[src/rtl/lsu_bus_master.sv]
// Load/store bus master: checks and steers one CPU access onto a word-wide data bus,
// waits for grant and response (with a timeout), and returns extended load data.
module lsu_bus_master #(
    parameter int unsigned TIMEOUT = 255
) (
    input  logic        clk,
    input  logic        rst,
    input  logic        lsu_valid,
    output logic        lsu_ready,
    input  logic        mem_re,
    input  logic        mem_we,
    input  logic [2:0]  funct3,
    input  logic [31:0] addr,
    input  logic [31:0] rs2_data,
    output logic        lsu_done,
    output logic [31:0] load_data,
    output logic        lsu_err,
    output logic [1:0]  err_cause,
    output logic        bus_req,
    output logic        bus_we,
    output logic [31:0] bus_addr,
    output logic [3:0]  bus_be,
    output logic [31:0] bus_wdata,
    input  logic        bus_gnt,
    input  logic        bus_rvalid,
    input  logic [31:0] bus_rdata,
    input  logic        bus_err
);
    typedef enum logic [1:0] {S_IDLE, S_REQ, S_WAIT, S_RESP} state_t;

    // Counter value at which one more cycle without progress times out.
    localparam logic [7:0] TMO_LAST = 8'(TIMEOUT - 2);

    state_t      state_q, state_d;
    logic        bus_we_q, bus_we_d;
    logic [31:0] bus_addr_q, bus_addr_d;
    logic [3:0]  bus_be_q, bus_be_d;
    logic [31:0] bus_wdata_q, bus_wdata_d;
    logic [2:0]  funct3_q, funct3_d;
    logic [1:0]  off_q, off_d;
    logic [1:0]  cause_q, cause_d;
    logic [31:0] load_data_q, load_data_d;
    logic [7:0]  cnt_q, cnt_d;

    logic        illegal, misaligned, tmo;
    logic [3:0]  be_new;
    logic [31:0] wdata_new, sh, ext;

    always_comb begin
        illegal = (mem_re == mem_we) ||
                  (mem_re ? (funct3 inside {3'b011, 3'b110, 3'b111}) : (funct3 > 3'b010));
        unique case (funct3[1:0])
            2'b00: begin
                misaligned = 1'b0;
                be_new     = 4'b0001 << addr[1:0];
                wdata_new  = {4{rs2_data[7:0]}};
            end
            2'b01: begin
                misaligned = addr[0];
                be_new     = 4'b0011 << addr[1:0];
                wdata_new  = {2{rs2_data[15:0]}};
            end
            default: begin
                misaligned = (addr[1:0] != 2'b00);
                be_new     = 4'b1111;
                wdata_new  = rs2_data;
            end
        endcase
    end

    always_comb begin
        sh = bus_rdata >> {off_q, 3'b000};
        unique case (funct3_q)
            3'b000:  ext = {{24{sh[7]}}, sh[7:0]};
            3'b100:  ext = {24'h0, sh[7:0]};
            3'b001:  ext = {{16{sh[15]}}, sh[15:0]};
            3'b101:  ext = {16'h0, sh[15:0]};
            default: ext = bus_rdata;
        endcase
    end

    assign tmo = (cnt_q >= TMO_LAST);

    always_comb begin
        state_d     = state_q;
        bus_we_d    = bus_we_q;
        bus_addr_d  = bus_addr_q;
        bus_be_d    = bus_be_q;
        bus_wdata_d = bus_wdata_q;
        funct3_d    = funct3_q;
        off_d       = off_q;
        cause_d     = cause_q;
        load_data_d = load_data_q;
        cnt_d       = cnt_q;
        unique case (state_q)
            S_IDLE: if (lsu_valid) begin
                funct3_d = funct3;
                off_d    = addr[1:0];
                if (illegal || misaligned) begin
                    // Rejected accesses never touch the bus.
                    cause_d     = illegal ? 2'b11 : 2'b01;
                    load_data_d = 32'h0;
                    state_d     = S_RESP;
                end else begin
                    cause_d     = 2'b00;
                    bus_we_d    = mem_we;
                    bus_addr_d  = {addr[31:2], 2'b00};
                    bus_be_d    = be_new;
                    bus_wdata_d = wdata_new;
                    cnt_d       = 8'h0;
                    state_d     = S_REQ;
                end
            end
            S_REQ: begin
                cnt_d = cnt_q + 8'd1;
                if (bus_gnt) begin
                    state_d = S_WAIT;
                end else if (tmo) begin
                    cause_d     = 2'b10;
                    load_data_d = 32'h0;
                    state_d     = S_RESP;
                end
            end
            S_WAIT: begin
                cnt_d = cnt_q + 8'd1;
                if (bus_rvalid) begin
                    cause_d     = bus_err ? 2'b10 : 2'b00;
                    load_data_d = (bus_err || bus_we_q) ? 32'h0 : ext;
                    state_d     = S_RESP;
                end else if (tmo) begin
                    cause_d     = 2'b10;
                    load_data_d = 32'h0;
                    state_d     = S_RESP;
                end
            end
            default: state_d = S_IDLE;
        endcase
    end

    always_ff @(posedge clk) begin
        if (rst) begin
            state_q     <= S_IDLE;
            bus_we_q    <= 1'b0;
            bus_addr_q  <= 32'h0;
            bus_be_q    <= 4'h0;
            bus_wdata_q <= 32'h0;
            funct3_q    <= 3'h0;
            off_q       <= 2'h0;
            cause_q     <= 2'h0;
            load_data_q <= 32'h0;
            cnt_q       <= 8'h0;
        end else begin
            state_q     <= state_d;
            bus_we_q    <= bus_we_d;
            bus_addr_q  <= bus_addr_d;
            bus_be_q    <= bus_be_d;
            bus_wdata_q <= bus_wdata_d;
            funct3_q    <= funct3_d;
            off_q       <= off_d;
            cause_q     <= cause_d;
            load_data_q <= load_data_d;
            cnt_q       <= cnt_d;
        end
    end

    assign lsu_ready = (state_q == S_IDLE);
    assign bus_req   = (state_q == S_REQ);
    assign lsu_done  = (state_q == S_RESP);
    assign lsu_err   = lsu_done && (cause_q != 2'b00);
    assign err_cause = lsu_done ? cause_q : 2'b00;
    assign load_data = load_data_q;
    assign bus_we    = bus_we_q;
    assign bus_addr  = bus_addr_q;
    assign bus_be    = bus_be_q;
    assign bus_wdata = bus_wdata_q;
endmodule

[config.mk]
export PLATFORM = sky130hd
export DESIGN_NAME = lsu_bus_master
export DESIGN_NICKNAME = d
export VERILOG_FILES = /design/src/rtl/lsu_bus_master.sv
export SDC_FILE = /design/constraint.sdc
export NUM_CORES = 1
export LEC_CHECK = 0
export CAP_MARGIN = 20
export CORE_UTILIZATION = 39
export DETAILED_ROUTE_END_ITERATION = 12
export MAX_ROUTING_LAYER = met4
export PLACE_DENSITY = 0.72
export SETUP_SLACK_MARGIN = 0.1
export SLEW_MARGIN = 20
export SYNTH_ARGS = -nofsm -noshare
export SYNTH_HDL_FRONTEND = slang
export SYNTH_SLANG_ARGS = --single-unit
export TNS_END_PERCENT = 1
[constraint.sdc]
create_clock -name clk -period 3.3 [get_ports clk]
set_clock_uncertainty 0.1 [all_clocks]
set_input_delay 0.66 -clock clk [delete_from_list [all_inputs] [get_ports clk]]
set_output_delay 0.66 -clock clk [all_outputs]
set_load 0.01 [all_outputs]
Yosys cells after proc, flatten, opt, wreduce, memory -nomap -nowiden --
Index checks and enable logic that the tools add are counted.
Word-level totals: output and inout port bits 107, memory bits (read-only) 0, latch bits 0, input port bits 107, RAM bits 0, bits in registers 116, memories 0
Cells by class: muxes and demuxes 30, divide/modulo/power cells 0, shift operators 3, equality and inequality tests 15, add/subtract/negate cells 1, magnitude comparators 2, bitwise operators 1, reduce and logical (&&, ||, !) cells 18, $mul 0
Operators by type and width (number):
- 2-to-1 mux 32 bit | 6
- case mux 32 bit (4 select lines) | 1
- case mux 32 bit (3 select lines) | 1
- case mux 32 bit (2 select lines) | 1
- >> shifter 32 x 5 -> 16 bit | 1
- 2-to-1 mux 2 bit | 13
- 2-to-1 mux 8 bit | 2
- case mux 8 bit (2 select lines) | 1
- == test 3 bit (second input constant) | 4
- case mux 2 bit (3 select lines) | 2
- AND reduction 3 bit | 3
- adder 8 x 1 -> 8 bit (second input constant) | 1
- >= comparator 8 bit (second input constant) | 1
- case mux 4 bit (2 select lines) | 1
- inequality test 2 bit (second input constant) | 3
- nonzero test 2 bit | 3
- nonzero test 3 bit | 2
- == test 2 x 1 -> 1 bit (second input constant) | 2
- == test 2 bit (second input constant) | 2
- logical NOT 2 bit | 2
- AND reduction 4 bit | 1
- left shift 1 x 2 -> 4 bit (first input constant) | 1
- left shift 2 x 2 -> 4 bit (first input constant) | 1
- == test 3 x 1 -> 1 bit (second input constant) | 1
- 12 further kinds | 14

Longest topological paths before layout --
Gate-level depths: netlist of run 1.
word-level depth 8, mapped depth 8, gate-level depth less buffers 7

Worst setup path after synthesis of run 1 --
No wires, ideal clock.
path kind input-to-reg, from in funct3[1], to reg load_data_q[16], in the netlist load_data[16], stages on the path 7, setup time 0.117 ns, buffers on the path 2, data required time 3.083 ns, setup slack 1.212 ns, arrival 1.871 ns, cells stage by stage buf_2 -> nor2_1 -> a21oi_1 -> a21oi_2 -> o21a_2 -> buf_6 -> a22o_1
Between the ends: longest elaborated chain between the ends 7, elaborated cells between the ends (all ways) 13, classes of those cells order compare: 1; eq/ne: 5; mux: 2; reduce/logical: 5
RTL lines:
- start, declared | line 12 | input logic [2:0] funct3,
- == test 3 x 2 -> 1 bit / == test 3 bit (equally long branches) | line 51 | (mem_re ? (funct3 inside {3'b011, 3'b110, 3'b111}) : (funct3 > 3'b010));
- nonzero test 3 bit | line 51
- 2-to-1 mux 1 bit | line 51
- logical OR 1 bit | line 50 | illegal = (mem_re == mem_we) ||
- logical OR 1 bit (*) | line 99 | if (illegal || misaligned) begin
- inequality test 2 x 1 -> 1 bit (no line) (*)
- AND reduction 4 bit (no line) (*)
- end signal, assigned | line 161 | load_data_q <= load_data_d;
- end, declared | line 42 | logic [31:0] load_data_q, load_data_d;
Every way passes the cells marked *; elsewhere a longest branch is shown, timed or not. A chain may end at the register's enable or synchronous reset.

Worst setup path after layout of run 1 --
from reg state_q[0], to out lsu_err
Between the ends: longest elaborated chain between the ends 2
RTL lines:
- start, declared | line 34 | state_t state_q, state_d;
- start signal, assigned | line 153 | state_q <= state_d;
- == test 2 bit | line 168 | assign lsu_done = (state_q == S_RESP);
- logical AND 1 bit | line 169 | assign lsu_err = lsu_done && (cause_q != 2'b00);
- end, declared | line 17 | output logic lsu_err,
Every way passes these cells.

==> results of run 1 <==
[routing by layer]
metal / share of wire (%) / GRT usage (%)
met1: 43 / 32.11
met2: 48 / 39.76
met3: 5.7 / 4.991
met4: 3.4 / 12.50
met5: 0 / -
[power by group]
| group | internal [W] | total (W) | switching, W |
|---|---|---|---|
| clock network | 0.00126 | 0.00189 | 0.000625 |
| logic | 0.000492 | 0.00126 | 0.000768 |
| registers | 0.00148 | 0.00156 | 0.0000794 |
[synthesized netlist by cell type, drive strengths merged, types with 2 or more instances]
cell type	instances	share of area [%]
a21oi	95	8.5
mux2i	24	4.1
or2	2	0.22
clkbuf	37	2.4
nor2	24	1.6
dfxtp	116	40
a21o	17	2.2
o21a	3	0.41
o2111ai	9	1.4
o211ai	5	0.65
nor3	5	0.43
o22ai	2	0.22
a22oi	7	0.91
a32o	8	1.4
mux2	8	1.6
a211oi	14	2.2
a21boi	2	0.45
nand2b	9	0.97
o211a	2	0.35
a311oi	8	1.2
nor2b	14	1.6
a2111oi	3	0.45
nand2	36	2.4
a311o	4	0.69
ha	7	1.5
inv	9	0.58
nand4	2	0.32
a31oi	2	0.22
clkinv	2	0.13
a22o	25	3.8
nand3	51	4.4
o21ai	76	6.6
and2	2	0.22
buf	29	3.3
and4	2	0.30
[cell families after synthesis]
group / share of synthesized area, %
other cells: 0.06476
simple gates: 13.38
compound gates: 32.48
buf+inv: 6.374
mux: 6.093
flops: 40.10
fa+ha+maj: 1.512
[layout make-up]
class / instances / area [µm²] / area share (%)
Clock buffer: 23 / 488.0 / 5.697
Clock inverter: 8 / 123.9 / 1.446
Inverter: 11 / 41.29 / 0.4820
Multi-Input combinational cell: 481 / 3113 / 36.34
Sequential cell: 116 / 2322 / 27.11
Tap cell: 184 / 230.2 / 2.688
Timing Repair Buffer: 228 / 2247 / 26.23
[flip-flops by register name, summed over array words and instances (netlist names)]
name and flops:
bus_wdata 32, state_q 2, off_q 2, bus_addr 30, bus_be 4, load_data 32
cnt_q 8, funct3_q 3, cause_q 2, bus_we 1
[critical path: stages, from the launching register on]
cell and delay, ps:
dfxtp_1 350, ha_1 320, and2_1 210, or2_2 280, clkdlybuf4s50_1 470
[per-stage QoR]
step	power, W	worst slack (ps)	util [%]	instances	instance area (µm²)
floorplan	0.002367	1212	-	674	5794
global placement	0.002798	445.7	54.73	1020	7954
detailed placement	0.002829	335.6	54.73	1020	7954
CTS	0.004720	497.0	58.94	1051	8566
global route	0.004930	443.9	58.94	1051	8566
finish	0.004701	512.9	58.94	1051	8566
[path summary, 6_finish.rpt]
check	from	endpoint	cells past startpoint	slack [ps]
setup reg to reg	state_q[0]	load_data[18]	6	850
hold reg to reg	cause_q[1]	cause_q[1]	2	360
setup / recovery	state_q[0]	lsu_err	4	510
hold / removal	cause_q[1]	cause_q[1]	2	360
==> results by group, run 1 <==
Clock network
  • Number of H-tree branching levels: 4
  • Clock Pin Slew Worst Setup and Hold Paths: ~50 ps
  • Clk_lat worst skew: roughly 400 ps
  • Post-CTS Setup Inserts: 0
  • CTS tree: built
  • # hold bufs at CTS: 0
  • Clk root buf: clkbuf_16
  • Longest Clk Path Bufs: 2
  • Resized Gates After CTS: 0
  • Clock sinks: around 120
  • Num CTS Buffers: 17

Cells and area
  • Number of antenna diodes: 0
  • # fillers: around 1300
  • Area Growth Syn to Fin: 47.93%
  • Commonest cells after routing, fill and taps aside: clkdlybuf4s50_1, dfxtp_1, a21oi_1
  • Final #Nets: 969
  • Most common cell after layout, fill and taps aside: clkdlybuf4s50_1
  • Layout cells sized above 1: ~8.4%

STA
  • Max Clk Rate: 0.3588 GHz
  • Hold WS: roughly 360 ps
  • Relative slew slack: between 30% and 40%
  • Post-Route Setup TNS: 0 ps
  • RSZ-0062 raised after global routing: no
  • Finish-stage setup viols: 0
  • Min Tclk post-route: between 2000 and 3000 ps
  • Final hold vios: 0
  • Worst Max-Slew Pin Slew: 1022 ps
  • Final Max Tran Viols: 0
  • Period utilisation layout: roughly 84%

Power and ir drop
  • Power Density: approximately 550 nW/µm²
  • Maximum VDD drop: 0.3071 mV
  • Leak Pwr: a little over 3 nW

Detailed routing
  • DR DRC count: 0
  • WL final: 18910 µm
  • Pre-antenna DRT Iters: 5
  • DR iter-0 viols: approximately 460
  • Via Count: 6034
  • Antenna Nets Post-Route: 0
  • Routed vias/inst: roughly 5.7
  • DR WL/cell: approximately 18 µm

Min path
  • Min-delay worst type: flip-flop to flip-flop

Floorplan
  • Die Height: approximately 120 µm
  • Die footprint: 15340 µm²
  • Die Wd: approximately 120 µm
  • Site Rows: 44
  • Core Region: approximately 15000 µm²
  • Initial Util: roughly 40%
  • I/O pins: around 210

Critical path
  • Arr. time, crit path: between 2000 and 2500 ps
  • CP startpoint kind: flip-flop
  • CP max FO: 7
  • Setup crit end kind: output pin
  • Required time of the critical path: 2540 ps
  • Crit path kind: flip-flop to output pin

Flow run
  • Max cap viols: 0

Logic synthesis
  • Instance count of the mapped netlist: around 670
  • Main flop type after synthesis: dfxtp_1
  • Post-synthesis cell area: 5791 µm²
  • Asr flop ratio synth: 0%
  • Yosys reg bits: 116
  • Syn_area_per_cell: around 8.6 µm²
  • EDFF count, synth: 0
  • Register area share after synthesis: between 40% and 50%
  • Yosys cell types: slightly above 60
  • Warnings, synthesis: 0

Global routing
  • First-pass GRT wire length: slightly below 30000 µm
  • Initial antenna violation count: 0
  • Vias in the first global route: approximately 5700
  • Largest net degree at the start of global routing: 84
  • GRT Total Usage: around 26%
  • Total grt overflow: 0

Placement
  • HPWL Detailed: between 10000 and 15000 µm
  • Port buffer count: between 200 and 250
  • Placer Congestion: between 0.8 and 0.9

Status
  • Status: complete, no violations
(Power assumes the default switching activity.)
==> run 2, diff against run 1 <==
clock period = 2.7 ns   (was 3.3 ns; I/O delays follow)
==> run 2 against run 1 <==
  * Register-to-register slack worse by 480 ps
  * Core utilization up 1.1 points
  * Critical path depth unchanged
  * Sequential cell count unchanged
  * Cell count rose by 1.6%
  * Clock-buffer cell count is 3 lower
  * Global-route usage grew 0.13 points
==> results by group, run 2 (synthesis gave the netlist of run 1 again) <==
Detailed routing
  • DR DRC count: 0 (unchanged)
  • Via Count: 6134 (was 6034)
  • Antenna Nets Post-Route: 0 (unchanged)
  • Routed vias/inst: 5.743 (was 5.741)
  • Pre-antenna DRT Iters: 5 (unchanged)
  • DR iter-0 viols: 611 (was 464)
  • WL final: 19180 µm (was 18910 µm)
  • DR WL/cell: 17.96 µm (was 17.99 µm)

Critical path
  • Required time of the critical path: 2060 ps (was 2540 ps)
  • CP startpoint: state_q[0] (unchanged)
  • CP startpoint kind: flip-flop (unchanged)
  • Crit path kind: flip-flop to output pin (unchanged)
  • RR Endpoint: load_data[17] (was load_data[18])
  • FF-to-FF path depth: 6 (unchanged)
  • Worst r2r src: state_q[0] (unchanged)
  • CP max FO: 7 (unchanged)
  • FF-to-FF setup slack: 370 ps (was 850 ps)
  • Arr. time, crit path: 1920 ps (was 2030 ps)
  • Setup crit end kind: output pin (unchanged)
  • Critical Path Sink: lsu_err (unchanged)

Clock network
  • Clock Pin Slew Worst Setup and Hold Paths: 50 ps (about the same)
  • Number of H-tree branching levels: 4 (unchanged)
  • Clock sinks: 116 (unchanged)
  • Clk root buf: clkbuf_16 (unchanged)
  • Num CTS Buffers: 17 (unchanged)
  • # hold bufs at CTS: 0 (unchanged)
  • CTS tree: built (unchanged)
  • Clk_lat worst skew: 420 ps (was 400 ps)
  • Longest Clk Path Bufs: 2 (unchanged)

Status
  • Status: complete, no violations (unchanged)

Floorplan
  • Die Wd: 123.9 µm (unchanged)
  • I/O pins: 214 (unchanged)
  • Site Rows: 44 (unchanged)
  • Die footprint: 15340 µm² (unchanged)
  • Initial Util: 39.84% (unchanged)
  • Core Region: 14530 µm² (unchanged)
  • Die Height: 123.9 µm (unchanged)

STA
  • Relative slew slack: 34.01% (was 31.58%)
  • RSZ-0062 raised after global routing: yes (was no)
  • Hold WS: 338.6 ps (was 364.0 ps)
  • Final Max Tran Viols: 0 (unchanged)
  • Worst Max-Slew Pin Slew: 986.2 ps (was 1022 ps)
  • Max Clk Rate: around 0.4 GHz
  • Period utilisation layout: 94.95%
  • Finish-stage setup viols: 0 (unchanged)
  • Final hold vios: 0 (unchanged)
  • Post-Route Setup TNS: 0 ps (unchanged)
  • Min Tclk post-route: approximately 2600 ps
  • Crit path setup slack, layout: 136.4 ps (was 512.9 ps)

Cells and area
  • Multi-input gate area: 3132 µm² (was 3113 µm²)
  • Non-Filler Instances: 1068 (was 1051)
  • Layout cells sized above 1: 10.29% (was 8.420%)
  • Number of antenna diodes: 0 (unchanged)
  • Most common cell after layout, fill and taps aside: clkdlybuf4s50_1 (unchanged)
  • Final #Nets: 985 (was 969)
  • Commonest cells after routing, fill and taps aside: clkdlybuf4s50_1, dfxtp_1, a21oi_1 (unchanged)
  • # fillers: 1221 (was 1287)
  • FF+latch area: 2322 µm² (unchanged)
  • Area Growth Syn to Fin: 50.60% (was 47.93%)

Placement
  • Placer Congestion: 0.9227 (was 0.8952)
  • HPWL Detailed: 13670 µm (was 13510 µm)
  • Port buffer count: 211 (unchanged)
  • Pre-CTS setup slack: -10.06 ps (was 335.6 ps)
  • Cell Count Post-Placement: 1036 (was 1020)

Power and ir drop
  • Flop pwr share: 33.2% (was 33.1%)
  • Power Density: 651.4 nW/µm² (was 548.8 nW/µm²)
  • Internal power: 0.003813 W (was 0.003229 W)
  • Maximum VDD drop: 0.4402 mV (was 0.3071 mV)
  • Clock power frac: 38.7% (was 40.1%)
  • Switching share of total power: 32.89% (was 31.32%)
  • Leak Pwr: 3.098 nW (was 3.028 nW)
  • Total power: 0.005681 W (was 0.004701 W)
  • Switching power: 0.001868 W (was 0.001472 W)
  • Comb pwr share: 28.0% (was 26.8%)

Global routing
  • First-pass GRT wire length: 29830 µm (was 29280 µm)
  • Total grt overflow: 0 (unchanged)
  • GRT Total Usage: 25.85% (was 25.72%)
  • Initial antenna violation count: 0 (unchanged)
  • Largest net degree at the start of global routing: 77 (was 84)
  • Vias in the first global route: 5855 (was 5739)

Flow run
  • Max cap viols: 0 (unchanged)

Min path
  • Min-delay worst type: flip-flop to flip-flop (unchanged)
==> run 2: cell types whose count changed in the layout (fill, tap and decap cells not counted), moves of 2 or more <==
cell	before	now
buf_12	1	5
buf_4	16	28
clkbuf_8	4	1
clkinvlp_4	2	4
==> run 2: timing repair <==
| action | in CTS | in global routing |
|---|---|---|
| gates cloned | 0 | 0 |
| setup buffers | 0 | 0 |
| gates resized for setup | 2 | 1 |
| setup endpoints to repair | 1 | 33 |
==> run 2: worst min-delay path by stage <==
stage / start / slack, ps / end / cells past startpoint
after global routing: cause_q[1] / 370 / cause_q[1] / 2
after CTS: cause_q[1] / 340 / cause_q[1] / 2
final: cause_q[1] / 340 / cause_q[1] / 2
after floorplan: cause_q[1] / 320 / cause_q[1] / 2
after detailed placement: cause_q[1] / 340 / cause_q[1] / 2
after global placement: cause_q[1] / 330 / cause_q[1] / 2
==> run 2: final cells by class <==
class,instances,share of cell area [%]
clock inverters,12,1.506
inverters,11,0.4735
clock buffers,20,5.122
multi-input cells,481,35.91
flip-flops and latches,116,26.63
well taps,184,2.640
repair buffers,244,27.72
==> run 2: metal layers <==
| layer | part of all wire, % | vias to the layer above | track usage (%) |
|---|---|---|---|
| met5 | 0 | - | - |
| met4 | 2.7 | 0 | 9.413 |
| met3 | 6.0 | 42 | 6.181 |
| met2 | 49 | 247 | 41.15 |
| met1 | 42 | 2955 | 31.76 |
| li1 | - | 2890 | - |
==> run 2: power groups by stage <==
stage                     clock network, W  logic (W)  registers (W)
after detailed placement                 0    0.00156        0.00192
final                              0.00220    0.00159        0.00189
after CTS                          0.00223    0.00157        0.00189
after global placement                   0    0.00153        0.00191
after global routing               0.00231    0.00173        0.00190
after floorplan                          0   0.000981        0.00191
==> run 2: critical path, stage by stage, from the launching register on <==
cell and delay (ps):
dfxtp_1 370, ha_4 220, and2_1 160, or2_2 290, clkdlybuf4s50_1 480
==> run 2: through the flow <==
stage	area, µm²	util [%]
3_5_place_dp	8124	55.90
4_1_cts	8715	59.96
3_3_place_gp	8124	55.90
2_1_floorplan	5794	-
5_1_grt	8721	60.00
6_report	8721	60.00
==> run 3, diff against run 2 <==
==> constraint.sdc (replaced) <==
create_clock -name clk -period 2.7 [get_ports clk]
set_clock_uncertainty 0.1 [all_clocks]
set_input_delay 0.27 -clock clk [delete_from_list [all_inputs] [get_ports clk]]
set_output_delay 0.27 -clock clk [all_outputs]
set_load 0.01 [all_outputs]
==> run 3 against run 2 <==
  * Non-clock buffer count fell by 12
  * Clock-buffer cell count rose by 1
  * Routed wire length fell by 2.1%
  * Maximum frequency is 5.1% higher
  * Worst hold slack got worse by 79 ps
  * Core utilization is 0.84 points lower
  * Clock power increased by 5%
  * Register-to-register slack hardly changed
  * Die area did not move
  * Worst setup slack better by 130 ps
  * Sequential cell count is the same
  * Global-route usage is 0.33 points lower
==> results by group, run 3 (synthesis gave the netlist of run 1 again) <==
Global routing
  • Initial antenna violation count: 0 (unchanged)
  • Total grt overflow: 0 (unchanged)
  • First-pass GRT wire length: 29150 µm (was 29830 µm)
  • Largest net degree at the start of global routing: 84 (was 77)
  • GRT Total Usage: 25.53% (was 25.85%)
  • Vias in the first global route: 5767 (was 5855)

Floorplan
  • Die Height: 123.9 µm (unchanged)
  • Die Wd: 123.9 µm (unchanged)
  • I/O pins: 214 (unchanged)
  • Initial Util: 39.84% (unchanged)
  • Site Rows: 44 (unchanged)
  • Core Region: 14530 µm² (unchanged)
  • Die footprint: 15340 µm² (unchanged)

Power and ir drop
  • Power Density: 672.8 nW/µm² (was 651.4 nW/µm²)
  • Maximum VDD drop: 0.4738 mV (was 0.4402 mV)
  • Leak Pwr: 3.056 nW (was 3.098 nW)
  • Total power: 0.005785 W (was 0.005681 W)

Flow run
  • Max cap viols: 0 (unchanged)

Cells and area
  • # fillers: 1294 (was 1221)
  • Area Growth Syn to Fin: 48.49% (was 50.60%)
  • Final #Nets: 973 (was 985)
  • Layout cells sized above 1: 8.830% (was 10.29%)
  • Number of antenna diodes: 0 (unchanged)
  • Commonest cells after routing, fill and taps aside: clkdlybuf4s50_1, dfxtp_1, a21oi_1 (unchanged)
  • Most common cell after layout, fill and taps aside: clkdlybuf4s50_1 (unchanged)

STA
  • Max Clk Rate: 0.4101 GHz (was 0.3901 GHz)
  • Finish-stage setup viols: 0 (unchanged)
  • Min Tclk post-route: 2438 ps (was 2564 ps)
  • Post-Route Setup TNS: 0 ps (unchanged)
  • Period utilisation layout: 90.31% (was 94.95%)
  • Relative slew slack: 33.51% (was 34.01%)
  • RSZ-0062 raised after global routing: no (was yes)
  • Final hold vios: 0 (unchanged)
  • Worst Max-Slew Pin Slew: 993.8 ps (was 986.2 ps)
  • Final Max Tran Viols: 0 (unchanged)

Clock network
  • CTS tree: built (unchanged)
  • Clock sinks: 116 (unchanged)
  • Longest Clk Path Bufs: 2 (unchanged)
  • Clk_lat worst skew: 410 ps (was 420 ps)
  • Clock Pin Slew Worst Setup and Hold Paths: 50 ps (about the same)
  • Num CTS Buffers: 17 (unchanged)
  • Clk root buf: clkbuf_16 (unchanged)
  • Post-CTS Setup Inserts: 0 (unchanged)
  • Number of H-tree branching levels: 4 (unchanged)

Detailed routing
  • Antenna Nets Post-Route: 0 (unchanged)
  • DR WL/cell: 17.77 µm (was 17.96 µm)
  • DR DRC count: 0 (unchanged)
  • WL final: 18770 µm (was 19180 µm)
  • DR iter-0 viols: 435 (was 611)
  • Via Count: 5975 (was 6134)
  • Pre-antenna DRT Iters: 7 (was 5)
  • Routed vias/inst: 5.658 (was 5.743)

Placement
  • HPWL Detailed: 13300 µm (was 13670 µm)
  • Placer Congestion: 0.9106 (was 0.9227)
  • Port buffer count: 211 (unchanged)

Critical path
  • FF-to-FF setup slack: 360 ps (was 370 ps)
  • CP max FO: 33 (was 7)
  • FF-to-FF path depth: 6 (unchanged)
  • RR Endpoint: load_data[28] (was load_data[17])
  • CP startpoint: state_q[0] (unchanged)
  • CP startpoint kind: flip-flop (unchanged)
  • Worst r2r src: state_q[0] (unchanged)
  • Slowest library cell on the worst path: clkdlybuf4s50_1 (unchanged)
  • Crit path kind: flip-flop to output pin (unchanged)
  • Critical path, cell by cell: inv_1 -> ha_2 -> buf_4 -> clkdlybuf4s50_1 (was ha_4 -> and2_1 -> or2_2 -> clkdlybuf4s50_1)
  • CP max stage delay: 600 ps (was 480 ps)
  • Critical Path Sink: lsu_ready (was lsu_err)
  • Arr. time, crit path: 2070 ps (was 1920 ps)
  • Required time of the critical path: 2330 ps (was 2060 ps)
  • Setup crit end kind: output pin (unchanged)

Status
  • Status: complete, no violations (unchanged)

Min path
  • Min-delay worst type: primary input to flip-flop (was flip-flop to flip-flop)
[run 3: what timing repair did]
action	in CTS	in global routing
hold buffers	0	0
gates resized for setup	0	1
setup endpoints to repair	0	19
[run 3: through the flow]
stage / setup slack [ps] / cells / utilization [%] / hold slack [ps] / cell area, µm²
after global routing: 153.9 / 1056 / 59.16 / 304.4 / 8598
final: 261.5 / 1056 / 59.16 / 260.0 / 8598
after global placement: 268.1 / 1024 / 54.93 / 331.0 / 7984
after CTS: 258.9 / 1056 / 59.12 / 236.8 / 8592
after detailed placement: 129.5 / 1024 / 54.93 / 335.8 / 7984
after floorplan: 625.1 / 674 / - / 317.5 / 5794
[run 3: report_power, final]
| group | total, W | internal (W) | switching, W |
|---|---|---|---|
| logic | 0.00158 | 0.000619 | 0.000962 |
| registers | 0.00188 | 0.00180 | 0.0000761 |
| clock network | 0.00232 | 0.00156 | 0.000769 |
[run 3: routing by layer]
metal	GRT usage, %	vias up	part of all wire, %
met2	40.00	210	49
met5	-	-	0
met3	5.586	37	5.3
met4	10.54	0	2.6
met1	31.73	2856	43
li1	-	2872	-
[run 3: layout make-up]
class,instances,area (µm²),share of cell area [%]
Clock buffer,21,450.4,5.239
Inverter,11,41.29,0.4802
Clock inverter,11,157.7,1.834
Sequential cell,116,2322,27.01
Multi-Input combinational cell,481,3119,36.28
Tap cell,184,230.2,2.678
Timing Repair Buffer,232,2277,26.48
[run 3: worst min-delay path by stage]
stage                     from           to  cells after the start
floorplan            funct3[2]  funct3_q[2]                      2
global placement    cause_q[1]   cause_q[1]                      2
detailed placement  cause_q[1]   cause_q[1]                      2
CTS                        rst    bus_be[0]                      3
global route               rst    bus_be[0]                      3
finish                     rst    bus_be[0]                      3
[run 3: worst max-delay path: cells and delay by family, from the launching register on]
family	cells	cell delay, ps
buffers and inverters	3	1060
DFF	1	360
adders and majority gates	1	230
